**config.mk**
```make
export PLATFORM = sky130hd
export DESIGN_NAME = vpu_cmd_arbiter
export DESIGN_NICKNAME = d
export VERILOG_FILES = /design/src/rtl/vpu_pkg.sv /design/src/rtl/rr_arbiter.sv /design/src/rtl/vpu_cmd_arbiter.sv
export SDC_FILE = /design/constraint.sdc
export NUM_CORES = 1
export LEC_CHECK = 0
export ABC_CLOCK_PERIOD_IN_PS = 7500
export CORE_AREA = 2 2 256 258
export CTS_CLUSTER_DIAMETER = 40
export DETAILED_ROUTE_END_ITERATION = 16
export DIE_AREA = 0 0 258 260
export HOLD_SLACK_MARGIN = 0.03
export PLACE_DENSITY_LB_ADDON = 0.12
export SYNTH_ARGS = -nofsm -noshare
export SYNTH_HDL_FRONTEND = slang
export SYNTH_SLANG_ARGS = --single-unit
export TNS_END_PERCENT = 10
```
**constraint.sdc**
```tcl
create_clock -name clk -period 7.5 [get_ports clk]
set_input_delay 0.75 -clock clk [delete_from_list [all_inputs] [get_ports clk]]
set_output_delay 0.75 -clock clk [all_outputs]
set_load 0.005 [all_outputs]
```
**src/rtl/vpu_pkg.sv**
```systemverilog
// vpu_pkg: VPU command encoding and the arbiter FSM state encoding.
package vpu_pkg;

    // Opcode that the vector unit accepts; anything else is rejected up front.
    localparam logic [7:0] VPU_OPCODE = 8'h02;

    // Vector sub-operations carried in the subop field.
    localparam logic [7:0] VOP_VADD = 8'h00;
    localparam logic [7:0] VOP_VSUB = 8'h01;
    localparam logic [7:0] VOP_VMUL = 8'h02;
    localparam logic [7:0] VOP_VMAC = 8'h03;

    // Command field bit positions.
    localparam int OPC_HI   = 127;
    localparam int OPC_LO   = 120;
    localparam int SUBOP_HI = 119;
    localparam int SUBOP_LO = 112;
    localparam int VD_HI    = 111;
    localparam int VD_LO    = 107;
    localparam int VS1_HI   = 106;
    localparam int VS1_LO   = 102;
    localparam int VS2_HI   = 101;
    localparam int VS2_LO   = 97;

    typedef enum logic [1:0] {
        ST_IDLE      = 2'd0,
        ST_ISSUE     = 2'd1,
        ST_WAIT_DONE = 2'd2
    } vpu_state_e;

endpackage

```
**src/rtl/rr_arbiter.sv**
```systemverilog
// rr_arbiter: combinational round-robin pick; rr_ptr_i has the highest priority.
module rr_arbiter #(
    parameter int NUM_REQ = 4,
    parameter int IDX_W   = $clog2(NUM_REQ)
) (
    input  logic [NUM_REQ-1:0] req_valid_i,
    input  logic [IDX_W-1:0]   rr_ptr_i,
    output logic               grant_valid_o,
    output logic [IDX_W-1:0]   grant_idx_o
);
    logic [IDX_W-1:0] cand;

    // Scan requesters starting at rr_ptr_i, wrapping at NUM_REQ; first valid one wins.
    always_comb begin
        // NOTE: every variable gets a default before the loop so no path leaves it unassigned and no latch is inferred.
        grant_valid_o = 1'b0;
        grant_idx_o   = '0;
        cand          = '0;
        for (int i = 0; i < NUM_REQ; i++) begin
            // Modular add in IDX_W bits; the true result is always below NUM_REQ.
            if (int'(rr_ptr_i) + i >= NUM_REQ) begin
                cand = rr_ptr_i + IDX_W'(i) - IDX_W'(NUM_REQ);
            end else begin
                cand = rr_ptr_i + IDX_W'(i);
            end
            if (!grant_valid_o && req_valid_i[cand]) begin
                grant_valid_o = 1'b1;
                grant_idx_o   = cand;
            end
        end
    end

endmodule

```
**src/rtl/vpu_cmd_arbiter.sv**
```systemverilog
// vpu_cmd_arbiter: forwards one command at a time from NUM_REQ requesters to the
// vector unit, with round-robin fairness, opcode rejection and a done timeout.
module vpu_cmd_arbiter
    import vpu_pkg::*;
#(
    parameter int NUM_REQ = 4,
    parameter int CMD_W   = 128,
    parameter int TIMEOUT = 1024
) (
    input  logic                       clk,
    input  logic                       rst,
    input  logic [NUM_REQ*CMD_W-1:0]   req_cmd,
    input  logic [NUM_REQ-1:0]         req_valid,
    output logic [NUM_REQ-1:0]         req_ready,
    output logic [NUM_REQ-1:0]         req_done,
    output logic [NUM_REQ-1:0]         req_err,
    output logic [CMD_W-1:0]           vpu_cmd,
    output logic                       vpu_cmd_valid,
    input  logic                       vpu_cmd_ready,
    input  logic                       vpu_cmd_done,
    output logic                       busy,
    output logic [$clog2(NUM_REQ)-1:0] grant_id
);
    localparam int IDX_W = $clog2(NUM_REQ);
    localparam int CNT_W = $clog2(TIMEOUT);

    vpu_state_e       state_q, state_d;
    logic [CMD_W-1:0] cmd_q, cmd_d;
    logic [IDX_W-1:0] grant_q, grant_d;
    logic [IDX_W-1:0] rr_ptr_q, rr_ptr_d;
    logic [CNT_W-1:0] cnt_q, cnt_d;

    logic [NUM_REQ-1:0][CMD_W-1:0] cmd_vec;
    logic                          arb_valid;
    logic [IDX_W-1:0]              arb_idx;
    logic [CMD_W-1:0]              pick_cmd;
    logic                          pick_ok;
    logic                          done_hit;
    logic                          tmo_hit;

    function automatic logic [IDX_W-1:0] wrap_inc(input logic [IDX_W-1:0] idx);
        return (idx == IDX_W'(NUM_REQ - 1)) ? '0 : idx + 1'b1;
    endfunction

    rr_arbiter #(
        .NUM_REQ (NUM_REQ),
        .IDX_W   (IDX_W)
    ) u_rr_arbiter (
        .req_valid_i   (req_valid),
        .rr_ptr_i      (rr_ptr_q),
        .grant_valid_o (arb_valid),
        .grant_idx_o   (arb_idx)
    );

    assign cmd_vec  = req_cmd;
    assign pick_cmd = cmd_vec[arb_idx];
    assign pick_ok  = (pick_cmd[OPC_HI:OPC_LO] == VPU_OPCODE);
    // Done beats the timeout when both land in the same cycle.
    assign done_hit = (state_q == ST_WAIT_DONE) && vpu_cmd_done;
    assign tmo_hit  = (state_q == ST_WAIT_DONE) && !vpu_cmd_done && (cnt_q == CNT_W'(TIMEOUT - 1));

    // State register.
    always_ff @(posedge clk or posedge rst) begin
        if (rst) begin
            // NOTE: sequential state uses non-blocking assignments so every register samples pre-edge values.
            state_q <= ST_IDLE;
        end else begin
            state_q <= state_d;
        end
    end

    // Next-state logic.
    always_comb begin
        state_d = state_q;
        unique case (state_q)
            ST_IDLE:      if (arb_valid && pick_ok) state_d = ST_ISSUE;
            ST_ISSUE:     if (vpu_cmd_ready) state_d = ST_WAIT_DONE;
            ST_WAIT_DONE: if (done_hit || tmo_hit) state_d = ST_IDLE;
            default:      state_d = ST_IDLE;
        endcase
    end

    // Datapath next values: latched command/owner, round-robin pointer, timeout counter.
    always_comb begin
        cmd_d    = cmd_q;
        grant_d  = grant_q;
        rr_ptr_d = rr_ptr_q;
        cnt_d    = cnt_q;
        unique case (state_q)
            ST_IDLE: begin
                if (arb_valid) begin
                    cmd_d   = pick_cmd;
                    grant_d = arb_idx;
                    if (!pick_ok) rr_ptr_d = wrap_inc(arb_idx);
                end
            end
            ST_ISSUE: begin
                if (vpu_cmd_ready) cnt_d = '0;
            end
            ST_WAIT_DONE: begin
                if (done_hit || tmo_hit) rr_ptr_d = wrap_inc(grant_q);
                else                     cnt_d    = cnt_q + 1'b1;
            end
            default: ;
        endcase
    end

    // Datapath registers.
    always_ff @(posedge clk or posedge rst) begin
        if (rst) begin
            // NOTE: the command register is reset because it drives vpu_cmd directly, which must read 0 in reset.
            cmd_q    <= '0;
            grant_q  <= '0;
            rr_ptr_q <= '0;
            cnt_q    <= '0;
        end else begin
            cmd_q    <= cmd_d;
            grant_q  <= grant_d;
            rr_ptr_q <= rr_ptr_d;
            cnt_q    <= cnt_d;
        end
    end

    // Outputs; the per-requester pulses are combinational and forced low while rst is high.
    always_comb begin
        req_ready     = '0;
        req_done      = '0;
        req_err       = '0;
        vpu_cmd       = cmd_q;
        vpu_cmd_valid = (state_q == ST_ISSUE);
        busy          = (state_q != ST_IDLE);
        grant_id      = grant_q;
        if (!rst) begin
            if (state_q == ST_IDLE && arb_valid) begin
                if (pick_ok) req_ready[arb_idx] = 1'b1;
                else         req_err[arb_idx]   = 1'b1;
            end
            if (done_hit) req_done[grant_q] = 1'b1;
            if (tmo_hit)  req_err[grant_q]  = 1'b1;
        end
    end

endmodule

```
==> results.py, run 1 <==
metrics = {
    "run_status": {
        "status": "complete, no violations",
    },
    "clock_network": {
        "cts_hold_buf": 0,
        "cts_buffer_depth": 2,
        "cts.sinks": 144,
        "cts_made_buffers": 17,
        "cts_root_buffer": "clkbuf_16",
        "clock_latency_ns": 0.48,
        "clk_pin_slew_ns": 0.06,
        "postCtsSetupBuffers": 0,
        "post_cts_resized": 0,
        "cts_tree": "built",
        "htreeDepth": 4,
    },
    "logic_synthesis": {
        "postSynth.asyncResetShare_pct": 100.0,
        "syn_nets": 2028,
        "synth_area_um2": 9648,
        "seq_area_frac_synth_pct": 37.35,
        "yosys_warnings": 0,
        "synth_edf_count": 0,
        "synth_cells": 1499,
        "ys_types": 43,
        "synth_area_per_cell_um2": 6.436,
        "ys.flop_type": "dfrtp_1",
        "yosys_register_bits": 144,
    },
    "routing": {
        "wl_mm": 50.70,
        "vias": 11800,
        "drc": 0,
        "drtPass1Iterations": 4,
        "drt_iter0_drc": 504,
        "drtAntennaViolNets": 0,
        "wl_per_cell_um": 17.19,
        "viasPerCell": 4.000,
    },
    "power_and_ir_drop": {
        "powerDensity_nw_per_um2": 287.0,
        "power_frac_seq_pct": 27.0,
        "p_comb_share_pct": 55.1,
        "p_switching_uw": 2048,
        "swShare_pct": 40.54,
        "ir_worst_vdd_mv": 0.1549,
        "leakagePower_uw": 0.007309,
        "p_int_uw": 3004,
        "p_clk_share_pct": 17.9,
    },
    "finish": {
        "drive_gt1_share_pct": 2.774,
        "area_growth_syn_to_layout_pct": 82.49,
        "num-fill-cells": 7039,
        "final_nets": 2607,
        "final-seq-area_um2": 3603,
        "final_area_um2": 17610,
        "multi_input_area_um2": 5577,
    },
    "timing": {
        "max_slew_margin_pct": 20.46,
        "rsz0062_at_grt": "false",
        "setup_tns_ns": 0,
        "finalCriticalPeriod_ns": 5.152,
        "period_share_pct": 68.69,
        "maxSlewViolCount": 0,
        "skew_ns": 0.01436,
        "hold_viol": 0,
        "fmax_ghz": 0.1941,
        "worstMarginPinSlew_ns": 1.193,
        "finalSetupViolCount": 0,
    },
    "floorplan": {
        "chipWidth_um": 258,
        "initial_core_util_pct": 15.05,
        "die_y_um": 260,
        "io_pins": 664,
        "core_um2": 64120,
        "rows": 93,
        "die_area_um2": 67080,
    },
    "critical_path": {
        "worstSetupEndpointType": "output pin",
        "crit_type": "in2out",
        "reg2reg_from": "rr_ptr_q[1]$_DFFE_PP0P_",
        "crit_path_start_kind": "input port",
        "worst_ep_required_time_ns": 6.75,
        "worst_ep_arrival_time_ns": 4.40,
        "worstSetupStartpoint": "req_valid[0]",
        "crit_fanout": 91,
    },
    "global_route": {
        "antenna_found_initial": 5,
        "gr-total-overflow": 0,
        "grt_pass1_wl_mm": 73.77,
        "grt_max_degree": 167,
        "grt_usage_pct": 14.70,
        "grt_pass1_vias": 11860,
    },
    "job": {
        "drv_cap": 0,
    },
    "place": {
        "gp_congestion": 0.8949,
        "portBuffers": 663,
        "post_dp_cell_area_um2": 17000,
        "dp_hpwl_mm": 38.90,
    },
    "worst_hold_path": {
        "hp-class": "reg2reg",
        "hp-start": "vpu_cmd[16]$_DFFE_PP0P_",
    },
}
-- cell type report --
| cell class | instances | share of cell area, % |
|---|---|---|
| multi-input cells | 1235 | 31.67 |
| inverters | 8 | 0.2416 |
| well taps | 855 | 6.076 |
| clock inverters | 9 | 0.5969 |
| clock buffers | 23 | 2.828 |
| repair buffers | 672 | 38.08 |
| flip-flops and latches | 144 | 20.47 |
| diodes | 3 | 0.04264 |
-- cell usage in the layout, fill, tap and decap left out, drive strengths merged, types with 2 or more instances in the layout --
cell           count
mux2               9
and2               7
clkbuf            23
nor2b              2
diode              3
mux2i             18
inv                8
clkdlybuf4s50    663
nand3            125
nor3               8
nor2              10
buf                9
o21ai            262
or2                2
ha                 9
nand2b             4
bufinv             2
a21oi              6
o31ai              3
dfrtp            144
clkinv             6
nand2            754
-- registers in the layout, summed over array words and instances (netlist names) --
register,flops
grant_id,2
vpu_cmd,128
state_q,2
rr_ptr_q,2
cnt_q,10
-- final timing paths --
path	cells after the start	endpoint	slack [ns]
max	10	req_ready[0]	2.35
min	2	vpu_cmd[16]$_DFFE_PP0P_	0.48
max reg2reg	9	rr_ptr_q[1]$_DFFE_PP0P_	4.02
min reg2reg	2	vpu_cmd[16]$_DFFE_PP0P_	0.48
max in group asynchronous	3	vpu_cmd[103]$_DFFE_PP0P_	5.11
min in group asynchronous	2	grant_id[0]$_DFFE_PP0P_	0.84
-- synthesized netlist by cell type (all sizes together), types with 2 or more instances --
cell type | n | area, um^2
nor2 | 10 | 37.54
nor3 | 8 | 40.04
o21ai | 262 | 1311
nor2b | 2 | 12.51
a21oi | 6 | 30.03
ha | 9 | 112.6
or2 | 2 | 12.52
mux2i | 18 | 180.2
nand3 | 125 | 625.6
nand2 | 754 | 2830
mux2 | 9 | 105.1
nand2b | 4 | 25.02
o31ai | 3 | 36.28
clkbuf | 81 | 304.0
inv | 8 | 35.03
and2 | 7 | 43.79
buf | 31 | 147.6
dfrtp | 144 | 3603
-- cells by family (layout without fill, tap and decap cells) --
group                      count (synthesis)  after routing  share of synthesized area [%]
AOI/OAI and AO/OA                        279            279                          14.94
xor gates and xnor gates                   2              2                         0.1816
adders and majority gates                  9              9                          1.167
buffers and inverters                    120            712                          5.045
DFF                                      144            144                          37.35
muxes                                     27             27                          2.957
other                                      0              3                              0
and+or+nand+nor                          918            918                          38.36
-- power groups by stage --
stage	registers (uW)	logic, uW	clock network [uW]
4_1_cts	1370	2870	962
3_3_place_gp	1370	2870	0
6_report	1360	2780	905
5_1_grt	1420	3110	983
3_5_place_dp	1380	2870	0
2_1_floorplan	1380	1250	0
-- per-stage QoR --
step / setup slack [ns] / power (uW) / instances / util, % / hold slack (ns)
after floorplan: 2.365 / 2627 / 1499 / - / 0.4649
after CTS: 2.305 / 5210 / 2946 / 27.45 / 0.4833
after global placement: 2.323 / 4240 / 2914 / 26.51 / 0.4620
after global routing: 2.056 / 5512 / 2949 / 27.46 / 0.5032
final: 2.348 / 5052 / 2949 / 27.46 / 0.4767
after detailed placement: 2.307 / 4245 / 2914 / 26.51 / 0.4691
-- worst max-delay path, cell delays in order --
cell and delay, ns:
clkdlybuf4s50_1 0.54, mux2i_1 0.09, o22ai_1 0.19, or2_4 0.38, buf_4 0.80, mux2i_1 0.28
mux2_2 0.22, nand4b_4 0.19, nor3_1 0.28, clkdlybuf4s50_1 0.61
-- metal layers --
metal	wire length (um)	up-vias	track usage, %	share of wire [%]
li1	-	6037	-	-
met1	19290	5319	15.53	38
met2	26400	384	26.84	52
met3	3867	51	5.010	7.6
met4	1113	4	5.620	2.2
met5	30	-	0	0.059
Power figures use the tool's default switching activity.
==> run 2: changes to the inputs <==
Settings changed: ABC_CLOCK_PERIOD_IN_PS 7500 to 5000, CORE_AREA 2 2 256 258 to 2 2 259 261, DIE_AREA 0 0 258 260 to 0 0 261 263.
Clock period 7.5 ns to 5 ns, I/O delays scaled along.
==> results.py, run 2 (synthesized netlist as in run 1, its figures left out) <==
metrics = {
    "floorplan": {
        "initial_core_util_pct": 14.70,
        "chipWidth_um": 261,
        "io_pins": 664,
        "die_area_um2": 68640,
        "die_y_um": 263,
        "rows": 94,
        "core_um2": 65630,
    },
    "finish": {
        "finish.utilization_pct": 26.79,
        "area_growth_syn_to_layout_pct": 82.26,
        "final_nets": 2612,
        "drive_gt1_share_pct": 2.958,
        "largest_reg_flops": 128,
        "final_common_cell": "nand2_1",
        "num-fill-cells": 7218,
        "layout_common_cells": "nand2_1 (754), clkdlybuf4s50_1 (663), o21ai_0 (262)",
    },
    "timing": {
        "period_share_pct": 80.62,
        "worstMarginPinSlew_ns": 0.9541,
        "setup_tns_ns": 0,
        "maxSlewViolCount": 0,
        "max_slew_margin_pct": 36.39,
        "hold_viol": 0,
        "finalCriticalPeriod_ns": 4.031,
        "fmax_ghz": 0.2481,
        "skew_ns": 0.01214,
        "finalSetupViolCount": 0,
        "rsz0062_at_grt": "false",
    },
    "clock_network": {
        "clk_pin_slew_ns": 0.06,
        "post_cts_resized": 0,
        "cts_root_buffer": "clkbuf_16",
        "cts.sinks": 144,
        "cts_buffer_depth": 2,
        "htreeDepth": 4,
        "clock_latency_ns": 0.48,
        "cts_hold_buf": 0,
        "postCtsSetupBuffers": 0,
        "cts_made_buffers": 17,
        "cts_tree": "built",
    },
    "routing": {
        "viasPerCell": 4.000,
        "drt_iter0_drc": 431,
        "drtAntennaViolNets": 0,
        "drtPass1Iterations": 5,
        "wl_per_cell_um": 17.67,
        "vias": 11840,
        "wl_mm": 52.34,
        "drc": 0,
    },
    "run_status": {
        "status": "complete, no violations",
    },
    "global_route": {
        "grt_pass1_vias": 11840,
        "antenna_found_initial": 8,
        "gr-total-overflow": 0,
        "grt_pass1_wl_mm": 75.87,
        "grt_usage_pct": 14.85,
        "grt_max_degree": 129,
    },
    "critical_path": {
        "crit_type": "in2out",
        "crit_fanout": 24,
        "crit_path_start_kind": "input port",
        "worstSetupEndpointType": "output pin",
        "worst_ep_required_time_ns": 4.50,
        "worst_ep_arrival_time_ns": 3.53,
    },
    "power_and_ir_drop": {
        "leakagePower_uw": 0.007279,
        "ir_worst_vdd_mv": 0.2508,
        "powerDensity_nw_per_um2": 424.0,
    },
    "place": {
        "gp_congestion": 0.8503,
        "portBuffers": 663,
        "dp_hpwl_mm": 40.99,
    },
    "worst_hold_path": {
        "hp-class": "in2async",
    },
    "job": {
        "drv_cap": 0,
    },
}
run 2: changes by cell type in the layout (fill, tap and decap cells not counted):
cell        previous run  this run
buf_12                 0         1
buf_4                  9        13
bufinv_16              2         0
clkbuf_1               1         2
clkbuf_8               5         0
clkinv_4               2         1
clkinvlp_4             1         6
diode_2                3         1
inv_6                  1         3
run 2: cell type report:
cell class	instances	area [um^2]	share of cell area, %
Inverter	8	42.54	0.2419
Tap cell	864	1081	6.148
Clock inverter	13	91.34	0.5194
Antenna cell	1	2.502	0.01423
Sequential cell	144	3603	20.49
Clock buffer	19	432.9	2.462
Timing Repair Buffer	677	6754	38.41
Multi-Input combinational cell	1235	5577	31.71
run 2: stage by stage:
stage	power, uW	worst slack [ns]	instances	hold WS [ns]	instance area, um^2
2_1_floorplan	3940	0.3645	1499	0.4649	9648
3_3_place_gp	6361	0.9275	2928	0.4631	17060
3_5_place_dp	6383	0.8625	2928	0.4697	17060
4_1_cts	7686	0.9444	2960	0.4238	17580
5_1_grt	8159	0.7985	2960	0.4624	17580
6_report	7456	0.9688	2961	0.4550	17580
run 2: where the power goes:
group	switching (uW)	total [uW]	internal, uW	leakage (uW)
sequential	322	2040	1720	0.00171
clock	591	1220	632	0.000242
combinational	2190	4190	2000	0.00533
run 2: worst max-delay path: stages:
cell             delay (ns)
clkdlybuf4s50_1        0.55
mux2i_1                0.10
o22ai_1                0.19
or2_4                  0.44
inv_8                  0.13
mux2i_1                0.16
mux2_2                 0.28
nand4b_4               0.27
nor3_1                 0.32
clkdlybuf4s50_1        0.58
run 2: path summary, 6_finish.rpt:
path                       cells past startpoint                 endpoint               startpoint  slack (ns)
max in group asynchronous                      3  vpu_cmd[26]$_DFFE_PP0P_                      rst        3.37
setup reg to reg                               9  vpu_cmd[47]$_DFFE_PP0P_  rr_ptr_q[1]$_DFFE_PP0P_        1.50
setup / recovery                              10             req_ready[0]             req_valid[0]        0.97
hold / removal                                 2  rr_ptr_q[0]$_DFFE_PP0P_                      rst        0.46
hold reg to reg                                2  vpu_cmd[26]$_DFFE_PP0P_  vpu_cmd[26]$_DFFE_PP0P_        0.47
min in group clk                               2  vpu_cmd[26]$_DFFE_PP0P_  vpu_cmd[26]$_DFFE_PP0P_        0.47
run 2: routing by layer:
layer	track usage [%]	up-vias	wire, um
met4	3.778	14	825
met5	0	-	93
met3	5.748	48	4461
li1	-	6048	-
met1	16.08	5357	20380
met2	26.81	376	26580
